### src/rtl/clint_timer_ctrl.sv
// clint_timer_ctrl
// Machine timer and software interrupt controller. It owns the 64-bit mtime
// counter, mtimecmp and msip, and exposes them through a 32-bit register-bus
// slave that handles one transaction at a time. It also drives the level
// timer and software interrupt lines.
//
// Ports:
//   CLK        core clock, rising edge
//   RST        synchronous active-high reset
//   req        bus request, held by the master until ack
//   wen        1 = write, 0 = read
//   addr       byte offset; addr[4:2] selects the register
//   wdata      write data
//   rdata      read data, valid while ack, 0 otherwise
//   ack        one-cycle completion pulse
//   err        set with ack for offsets 0x18/0x1C
//   mtime      current timer value (registered)
//   timer_int  registered (mtime >= mtimecmp)
//   soft_int   registered copy of msip
//
// Register map (addr[4:2]): 0 MTIME_LO, 1 MTIME_HI, 2 MTIMECMP_LO,
// 3 MTIMECMP_HI, 4 MSIP (bit 0), 5 CTRL (bit 0 = count enable), 6/7 unmapped.
module clint_timer_ctrl #(
    parameter int unsigned PRESCALE = 1
) (
    input  logic        CLK,
    input  logic        RST,
    input  logic        req,
    input  logic        wen,
    input  logic [4:0]  addr,
    input  logic [31:0] wdata,
    output logic [31:0] rdata,
    output logic        ack,
    output logic        err,
    output logic [63:0] mtime,
    output logic        timer_int,
    output logic        soft_int
);

    localparam logic [15:0] PS_LAST = 16'(PRESCALE - 1);

    typedef enum logic {S_IDLE, S_RESP} state_e;

    state_e      state_q;
    logic        wen_q;
    logic [2:0]  idx_q;
    logic [31:0] wdata_q;
    logic [63:0] mtime_q, mtime_d;
    logic [63:0] mtimecmp_q;
    logic [31:0] shadow_q;
    logic        msip_q;
    logic        en_q;
    logic [15:0] presc_q, presc_d;
    logic [31:0] rdata_q;
    logic        ack_q;
    logic        err_q;
    logic        tint_q;
    logic        sint_q;

    logic        wr_lo;
    logic        wr_hi;
    logic        unmapped;
    logic [31:0] rd_val;

    // Byte-lane bits of the offset carry no meaning.
    logic unused_addr_bits;
    assign unused_addr_bits = ^addr[1:0];

    // Writes commit on the edge that leaves RESP.
    assign wr_lo    = (state_q == S_RESP) && wen_q && (idx_q == 3'd0);
    assign wr_hi    = (state_q == S_RESP) && wen_q && (idx_q == 3'd1);
    assign unmapped = idx_q[2] && idx_q[1];

    // A software write to either mtime half wins over a pending increment
    // and restarts the prescale period.
    always_comb begin
        mtime_d = mtime_q;
        presc_d = presc_q;
        if (wr_lo) begin
            mtime_d[31:0] = wdata_q;
            presc_d       = 16'd0;
        end else if (wr_hi) begin
            mtime_d[63:32] = wdata_q;
            presc_d        = 16'd0;
        end else if (en_q) begin
            if (presc_q == PS_LAST) begin
                presc_d = 16'd0;
                mtime_d = mtime_q + 64'd1;
            end else begin
                presc_d = presc_q + 16'd1;
            end
        end
    end

    // MTIME_HI returns the half captured by the last MTIME_LO read so a
    // LO-then-HI sequence is never torn by a carry in between.
    always_comb begin
        rd_val = 32'd0;
        case (idx_q)
            3'd0:    rd_val = mtime_q[31:0];
            3'd1:    rd_val = shadow_q;
            3'd2:    rd_val = mtimecmp_q[31:0];
            3'd3:    rd_val = mtimecmp_q[63:32];
            3'd4:    rd_val = {31'd0, msip_q};
            3'd5:    rd_val = {31'd0, en_q};
            default: rd_val = 32'd0;
        endcase
    end

    always_ff @(posedge CLK) begin
        if (RST) begin
            state_q    <= S_IDLE;
            wen_q      <= 1'b0;
            idx_q      <= 3'd0;
            wdata_q    <= 32'd0;
            mtime_q    <= 64'd0;
            mtimecmp_q <= '1;
            shadow_q   <= 32'd0;
            msip_q     <= 1'b0;
            en_q       <= 1'b1;
            presc_q    <= 16'd0;
            rdata_q    <= 32'd0;
            ack_q      <= 1'b0;
            err_q      <= 1'b0;
            tint_q     <= 1'b0;
            sint_q     <= 1'b0;
        end else begin
            mtime_q <= mtime_d;
            presc_q <= presc_d;
            tint_q  <= (mtime_q >= mtimecmp_q);
            sint_q  <= msip_q;
            case (state_q)
                S_IDLE: begin
                    ack_q   <= 1'b0;
                    err_q   <= 1'b0;
                    rdata_q <= 32'd0;
                    if (req) begin
                        wen_q   <= wen;
                        idx_q   <= addr[4:2];
                        wdata_q <= wdata;
                        state_q <= S_RESP;
                    end
                end
                S_RESP: begin
                    ack_q   <= 1'b1;
                    err_q   <= unmapped;
                    rdata_q <= wen_q ? 32'd0 : rd_val;
                    if (!wen_q && (idx_q == 3'd0)) begin
                        shadow_q <= mtime_q[63:32];
                    end
                    if (wen_q) begin
                        case (idx_q)
                            3'd2:    mtimecmp_q[31:0]  <= wdata_q;
                            3'd3:    mtimecmp_q[63:32] <= wdata_q;
                            3'd4:    msip_q            <= wdata_q[0];
                            3'd5:    en_q              <= wdata_q[0];
                            default: ;
                        endcase
                    end
                    state_q <= S_IDLE;
                end
                default: state_q <= S_IDLE;
            endcase
        end
    end

    assign rdata     = rdata_q;
    assign ack       = ack_q;
    assign err       = err_q;
    assign mtime     = mtime_q;
    assign timer_int = tint_q;
    assign soft_int  = sint_q;

endmodule

### config.mk
export PLATFORM = sky130hd
export DESIGN_NAME = clint_timer_ctrl
export DESIGN_NICKNAME = d
export VERILOG_FILES = /design/src/rtl/clint_timer_ctrl.sv
export SDC_FILE = /design/constraint.sdc
export NUM_CORES = 1
export LEC_CHECK = 0
export ABC_AREA = 1
export CORE_MARGIN = 4
export CORE_UTILIZATION = 59
export CTS_BUF_LIST = sky130_fd_sc_hd__clkbuf_4
export CTS_CLUSTER_SIZE = 12
export DETAILED_ROUTE_END_ITERATION = 8
export GPL_TIMING_DRIVEN = 0
export PLACE_DENSITY = 0.85
export SLEW_MARGIN = 20
export SYNTH_ARGS = -nofsm -noshare
export SYNTH_HDL_FRONTEND = slang
export SYNTH_SLANG_ARGS = --single-unit
### constraint.sdc
create_clock -name CLK -period 1.97 [get_ports CLK]
set_input_delay 0.2955 -clock CLK [delete_from_list [all_inputs] [get_ports CLK]]
set_output_delay 0.2955 -clock CLK [all_outputs]
set_load 0.02 [all_outputs]
## Word level (Yosys, flattened, before mapping)

Cells that the tools add are included.

- Shift-type cells: 0
- Bitwise operators: 2
- Equal/unequal tests: 6
- Multipliers: 0
- $add $sub $neg: 2
- Multiplexer cells: 13
- Div/mod/pow operators: 0
- Reduce and logical (&&, ||, !) cells: 21
- $lt $le $gt $ge: 1

Operators by type and width:

| cell | count |
|---|---|
| one-hot mux 32 bit (6 select lines) | 1 |
| two-way mux 32 bit | 4 |
| two-way mux 64 bit | 2 |
| adder 64 x 1 -> 64 bit, second input constant | 1 |
| greater-or-equal comparator 64 bit | 1 |
| one-hot mux 32 bit (2 select lines) | 1 |
| AND reduction 3 bit | 6 |
| adder 16 x 1 -> 16 bit, second input constant | 1 |
| logical NOT 16 bit | 1 |
| two-way mux 16 bit | 1 |
| nonzero test 2 bit | 4 |
| == test 3 x 2 -> 1 bit, second input constant | 2 |
| == test 3 bit, second input constant | 2 |
| one-hot mux 1 bit (2 select lines) | 3 |
| logical AND 1 bit | 5 |
| AND reduction 2 bit | 2 |
| == test 3 x 1 -> 1 bit, second input constant | 1 |
| logical NOT 3 bit | 1 |
| OR reduction 3 bit | 1 |
| != test 2 bit, second input constant | 1 |
| NOT 1 bit | 2 |
| logical NOT 1 bit | 1 |
| two-way mux 1 bit | 1 |

- Bits in read-only memories: 0
- Register bits: 251
- Bits in latches: 0
- Output and inout bits: 100
- Memory bits (writable): 0
- Word-level logic and storage cells: 62
- Memories kept: 0

## Longest topological paths before layout

- Word-level depth: 5
- Gate-level depth with buffers: 15
- Mapped depth without buffers: 15

## Worst setup path after synthesis

Ideal clock, no wire load.

- Path kind: reg-to-reg
- Start: register mtime_q[0] (netlist: mtime[0])
- End: register mtime_q[32] (netlist: mtime[32])
- Data required time: 1,854 ps
- Cell stages (with the launch flop): 11
- Arrival time: 1,845 ps
- Path slack: 9 ps
- Buffers on the path: 0
- Setup time: 116 ps
- Path through: dfxtp_1 ha_1 inv_1 nor2_1 nand2_2 nor2_1 nand4_1 o21ai_0 nand2_1 o21ai_0 nor2_1

- Longest elaborated chain between the ends: 4

RTL lines:

| what | line | RTL |
|---|---|---|
| start, declared | 48 | `logic [63:0] mtime_q, mtime_d;` |
| start signal, assigned | 128 | `mtime_q <= mtime_d;` |
| adder 64 x 1 -> 64 bit | 88 | `mtime_d = mtime_q + 64'd1;` |
| two-way mux 64 bit | 86 | `if (presc_q == PS_LAST) begin` |
| two-way mux 64 bit | 85 | `end else if (en_q) begin` |
| two-way mux 32 bit | 82 | `end else if (wr_hi) begin` |

No other way between the ends. The select of a mux whose other input is x is not followed.
A chain may end at the register's enable or synchronous reset.

## Worst setup path in the final report

- Start: register presc_q[13]
- End: register mtime_q[18] (netlist: mtime[18])

- Longest elaborated chain between the ends: 3

RTL lines:

| what | line | RTL |
|---|---|---|
| start, declared | 53 | `logic [15:0] presc_q, presc_d;` |
| start signal, assigned | 129 | `presc_q <= presc_d;` |
| logical NOT 16 bit | 86 |  |
| nonzero test 2 bit (no source line) | n/a |  |
| AND reduction 3 bit (no source line) | n/a |  |

No other way between the ends.

==> out/qor.json <==
{
  "outcome": {"value": "finished with violations"},
  "violations": {"value": "setup timing"},
  "number_of_endpoints_with_negative_hold_slack_in_the_final_report": {"value": 0},
  "critPathLaunchType": {"value": "register"},
  "yosys.cell_types.count": {"value": 43},
  "timing_max_transition_violations_final": {"value": 0},
  "synth.most_common_cell": {"value": "sky130_fd_sc_hd__nand2_1"},
  "hold_buffers": {"value": 0},
  "critical_path_required": {"value": 2.57, "unit": "ns"},
  "grt_first_pass_wirelength": {"value": 88.78, "unit": "mm"},
  "holdCritPathClass": {"value": "in2reg"},
  "achievable-frequency": {"value": 463.3, "unit": "MHz"},
  "place.detailed.hpwl": {"value": 42.49, "unit": "mm"},
  "synthesis.instances": {"value": 1950},
  "seqPwrFrac": {"value": 48.8, "unit": "%"},
  "finish.net_count": {"value": 2297},
  "crit_arrival": {"value": 2.76, "unit": "ns"},
  "clock-skew-final": {"value": 0.06174, "unit": "ns"},
  "io_buffer_count": {"value": 138},
  "finalWorstSetupSlack": {"value": -0.1886, "unit": "ns"},
  "tritoncts.num_buffers": {"value": 68},
  "synthDominantAreaCellType": {"value": "sky130_fd_sc_hd__dfxtp_1"},
  "synth_xor_xnor_area_share": {"value": 0.7922, "unit": "%"},
  "initial_core_util": {"value": 60.42, "unit": "%"},
  "synth_warnings": {"value": 0},
  "core_area": {"value": 0.02196, "unit": "mm²"},
  "max_slew.worst_pin.slew": {"value": 1.059, "unit": "ns"},
  "row_count": {"value": 54},
  "cpPeakStageDelay": {"value": 0.34, "unit": "ns"},
  "ant_nets": {"value": 0},
  "cp_max_fo": {"value": 9},
  "cap_violations": {"value": 0},
  "clkTransAtPathRegs": {"value": 0.08, "unit": "ns"},
  "layout.cell_area.non_filler": {"value": 0.01675, "unit": "mm²"},
  "wirelength": {"value": 62.02, "unit": "mm"},
  "routed_via_density": {"value": 6.543},
  "endpoint_kind": {"value": "register"},
  "synth_top_family_by_area": {"value": "simple AND/OR/NAND/NOR gates"},
  "drtIter0Drc": {"value": 3010},
  "route.vias.total": {"value": 16430},
  "synth_fp_nets": {"value": 2058},
  "crit_chain": {"value": "inv_1 -> nand2_1 -> nor3_2 -> nand4_1 -> nor2_4 -> buf_4 -> o21ai_0 -> a31oi_1"},
  "worst_ir_drop_vdd": {"value": 0.5912, "unit": "mV"},
  "syn_to_final_growth": {"value": 26.28, "unit": "%"},
  "dpl-instance-area": {"value": 0.01500, "unit": "mm²"},
  "synth-compound-area-share": {"value": 19.00, "unit": "%"},
  "cts_tree": {"value": "built"},
  "setup-violations-final": {"value": 49},
  "global_route.overflow_total": {"value": 0},
  "first_global_vias": {"value": 15213},
  "clock_tree.htree_level_count": {"value": 3},
  "relSlewSlack": {"value": 29.40, "unit": "%"},
  "final.period_utilization": {"value": 109.6, "unit": "%"},
  "ys_top_cells_by_area": {"value": "sky130_fd_sc_hd__dfxtp_1 38%, sky130_fd_sc_hd__nand2_1 12%, sky130_fd_sc_hd__nor2_1 10%"},
  "cellLeakagePower": {"value": 7.436, "unit": "nW"},
  "die_w": {"value": 158.0, "unit": "µm"},
  "timing.setup.critical_path_class": {"value": "reg2reg"},
  "crit_path_top_delay_cell": {"value": "sky130_fd_sc_hd__dfxtp_1"},
  "grt_max_degree": {"value": 12},
  "area_share_of_and_or_nand_nor_cells_after_synthesis": {"value": 28.44, "unit": "%"},
  "antenna_found_initial": {"value": 3},
  "clock_net_sink_count": {"value": 251},
  "global_route_met1_usage": {"value": 59.19, "unit": "%"},
  "yosys-mux-area-fraction": {"value": 0, "unit": "%"},
  "pin_count": {"value": 141},
  "die_area": {"value": 0.02495, "unit": "mm²"},
  "die-height": {"value": 158.0, "unit": "µm"},
  "grt-busiest-layer": {"value": "met2"},
  "ys_ff_latch": {"value": 251},
  "post_synth.cell_area_avg": {"value": 6.804, "unit": "µm²"},
  "clkLatencyLatePin": {"value": 0.73, "unit": "ns"},
  "synth_top_cells_by_count": {"value": "416 x sky130_fd_sc_hd__nand2_1, 360 x sky130_fd_sc_hd__nor2_1, 251 x sky130_fd_sc_hd__dfxtp_1"},
  "power.share.switching": {"value": 30.44, "unit": "%"},
  "gpl.final_weighted_congestion": {"value": 1.064},
  "syn_area": {"value": 0.01327, "unit": "mm²"},
  "detail_route.wl_per_cell": {"value": 24.70, "unit": "µm"},
  "fin_hold_ws": {"value": 0.2007, "unit": "ns"},
  "share_comb_of_total_power": {"value": 9.7, "unit": "%"},
  "yosys.area.top_type_share": {"value": 37.87, "unit": "%"},
  "route.detailed.drc": {"value": 0},
  "met3_usage": {"value": 15.83, "unit": "%"},
  "p_clk_share": {"value": 41.5, "unit": "%"},
  "grt_util_all_layers": {"value": 47.28, "unit": "%"},
  "global_route.usage.met2": {"value": 70.92, "unit": "%"},
  "setup-tns-final": {"value": -2.802, "unit": "ns"},
  "power.density_cell_area": {"value": 658.0, "unit": "mW/mm²"},
  "fraction_of_final_layout_cells_with_drive_strength_greater_than_1": {"value": 17.22, "unit": "%"},
  "synth-adder-area-share": {"value": 6.318, "unit": "%"},
  "worst_case_clock_buffer_depth": {"value": 3},
  "net-switching-power": {"value": 3.356, "unit": "mW"},
  "internal-power": {"value": 7.669, "unit": "mW"},
  "rsz0062_at_grt": {"value": "true"},
  "final.min_clock_period": {"value": 2.159, "unit": "ns"},
  "number_of_enable_type_register_cells_in_the_synthesized_netlist": {"value": 0},
  "synth.yosys.seq_area_share": {"value": 37.87, "unit": "%"},
  "ctsRootBufferMaster": {"value": "sky130_fd_sc_hd__clkbuf_4"},
  "drt_pass1_iterations": {"value": 9},
  "synthFlopType": {"value": "sky130_fd_sc_hd__dfxtp_1"},
  "n_fill_cell": {"value": 1576},
  "asyncSetResetFlopFracSynth": {"value": 0, "unit": "%"}
}
## layer usage
layer / part of all wire (%) / vias to the layer above
li1: - / 7020
met1: 35 / 7384
met2: 42 / 1599
met3: 15 / 425
met4: 8.0 / 2
met5: 0.029 / -
## repair_timing
| action | in CTS | in global routing |
|---|---|---|
| buffers inserted | 16 | 15 |
| resized for setup | 233 | 150 |
| setup endpoints to repair | 249 | 160 |
| pin swaps | 15 | 24 |
| gates cloned | 0 | 0 |
## flip-flops by register name, summed over array words and instances (netlist names)
| register | flops |
|---|---|
| rdata | 32 |
| mtimecmp_q | 64 |
| en_q | 1 |
| wdata_q | 32 |
| presc_q | 16 |
| soft_int | 1 |
| err | 1 |
| ack | 1 |
| shadow_q | 32 |
| mtime | 64 |
| state_q | 1 |
| wen_q | 1 |
| idx_q | 3 |
| msip_q | 1 |
| timer_int | 1 |
## final timing paths
path,depth (start not counted),slack [ns],to,start
max,8,-0.19,mtime[18],presc_q[13]
min,3,0.20,wdata_q[12],wdata[12]
max reg2reg,8,-0.19,mtime[18],presc_q[13]
min reg2reg,2,0.49,shadow_q[6],shadow_q[6]
## area by class of cell
cell class	instances	area, µm²	area share [%]
buffer	82	442.9	2.644
clock buffer	89	668.1	3.988
timing repair buffer	169	1600	9.551
inverter	179	681.9	4.070
tap	280	350.3	2.091
multi-input combinational	1438	7755	46.28
clock inverter	22	110.1	0.6572
sequential	251	5144	30.70
antenna	1	2.502	0.01494
## per-stage QoR
stage / power [mW] / std cells / util (%) / worst slack, ns
after floorplan: 5.943 / 1950 / - / 0.009109
after global placement: 6.373 / 2368 / 68.31 / -0.6436
after detailed placement: 6.414 / 2368 / 68.32 / -0.6375
after CTS: 10.81 / 2495 / 73.86 / -0.1037
after global routing: 11.25 / 2511 / 76.30 / -0.1508
final: 11.02 / 2511 / 76.30 / -0.1886
## placed cells by master (no fill, tap or decap), types with 66 or more instances in the layout
cell                              instances
sky130_fd_sc_hd__nand2_1                391
sky130_fd_sc_hd__nor2_1                 301
sky130_fd_sc_hd__dfxtp_1                190
sky130_fd_sc_hd__inv_1                  161
sky130_fd_sc_hd__o21ai_0                154
sky130_fd_sc_hd__a21oi_1                129
sky130_fd_sc_hd__clkbuf_4                99
sky130_fd_sc_hd__clkdlybuf4s50_1         68
sky130_fd_sc_hd__nand3_1                 67
sky130_fd_sc_hd__dlygate4sd2_1           67
sky130_fd_sc_hd__ha_1                    66
## worst max-delay path, delay by kind of cell (launching register included)
family	cells	cell delay [ns]
AND/OR/NAND/NOR	4	0.98
buffers and inverters	2	0.38
flip-flops	1	0.34
AO/OA/AOI/OAI	2	0.32
## cells by family (layout without fill, tap and decap cells)
| group | count (synthesis) | count (layout) |
|---|---|---|
| xor gates and xnor gates | 12 | 12 |
| and+or+nand+nor | 923 | 923 |
| other | 0 | 1 |
| DFF | 251 | 251 |
| buffers and inverters | 261 | 541 |
| adders and majority gates | 67 | 67 |
| AOI/OAI and AO/OA | 436 | 436 |
## power by group through the flow
stage	registers (mW)	clock network, mW	logic [mW]
finish	5.39	4.58	1.06
floorplan	5.46	0	0.484
detailed placement	5.49	0	0.929
CTS	5.37	4.47	0.961
global route	5.39	4.76	1.11
global placement	5.48	0	0.893
(Power assumes the default switching activity.)
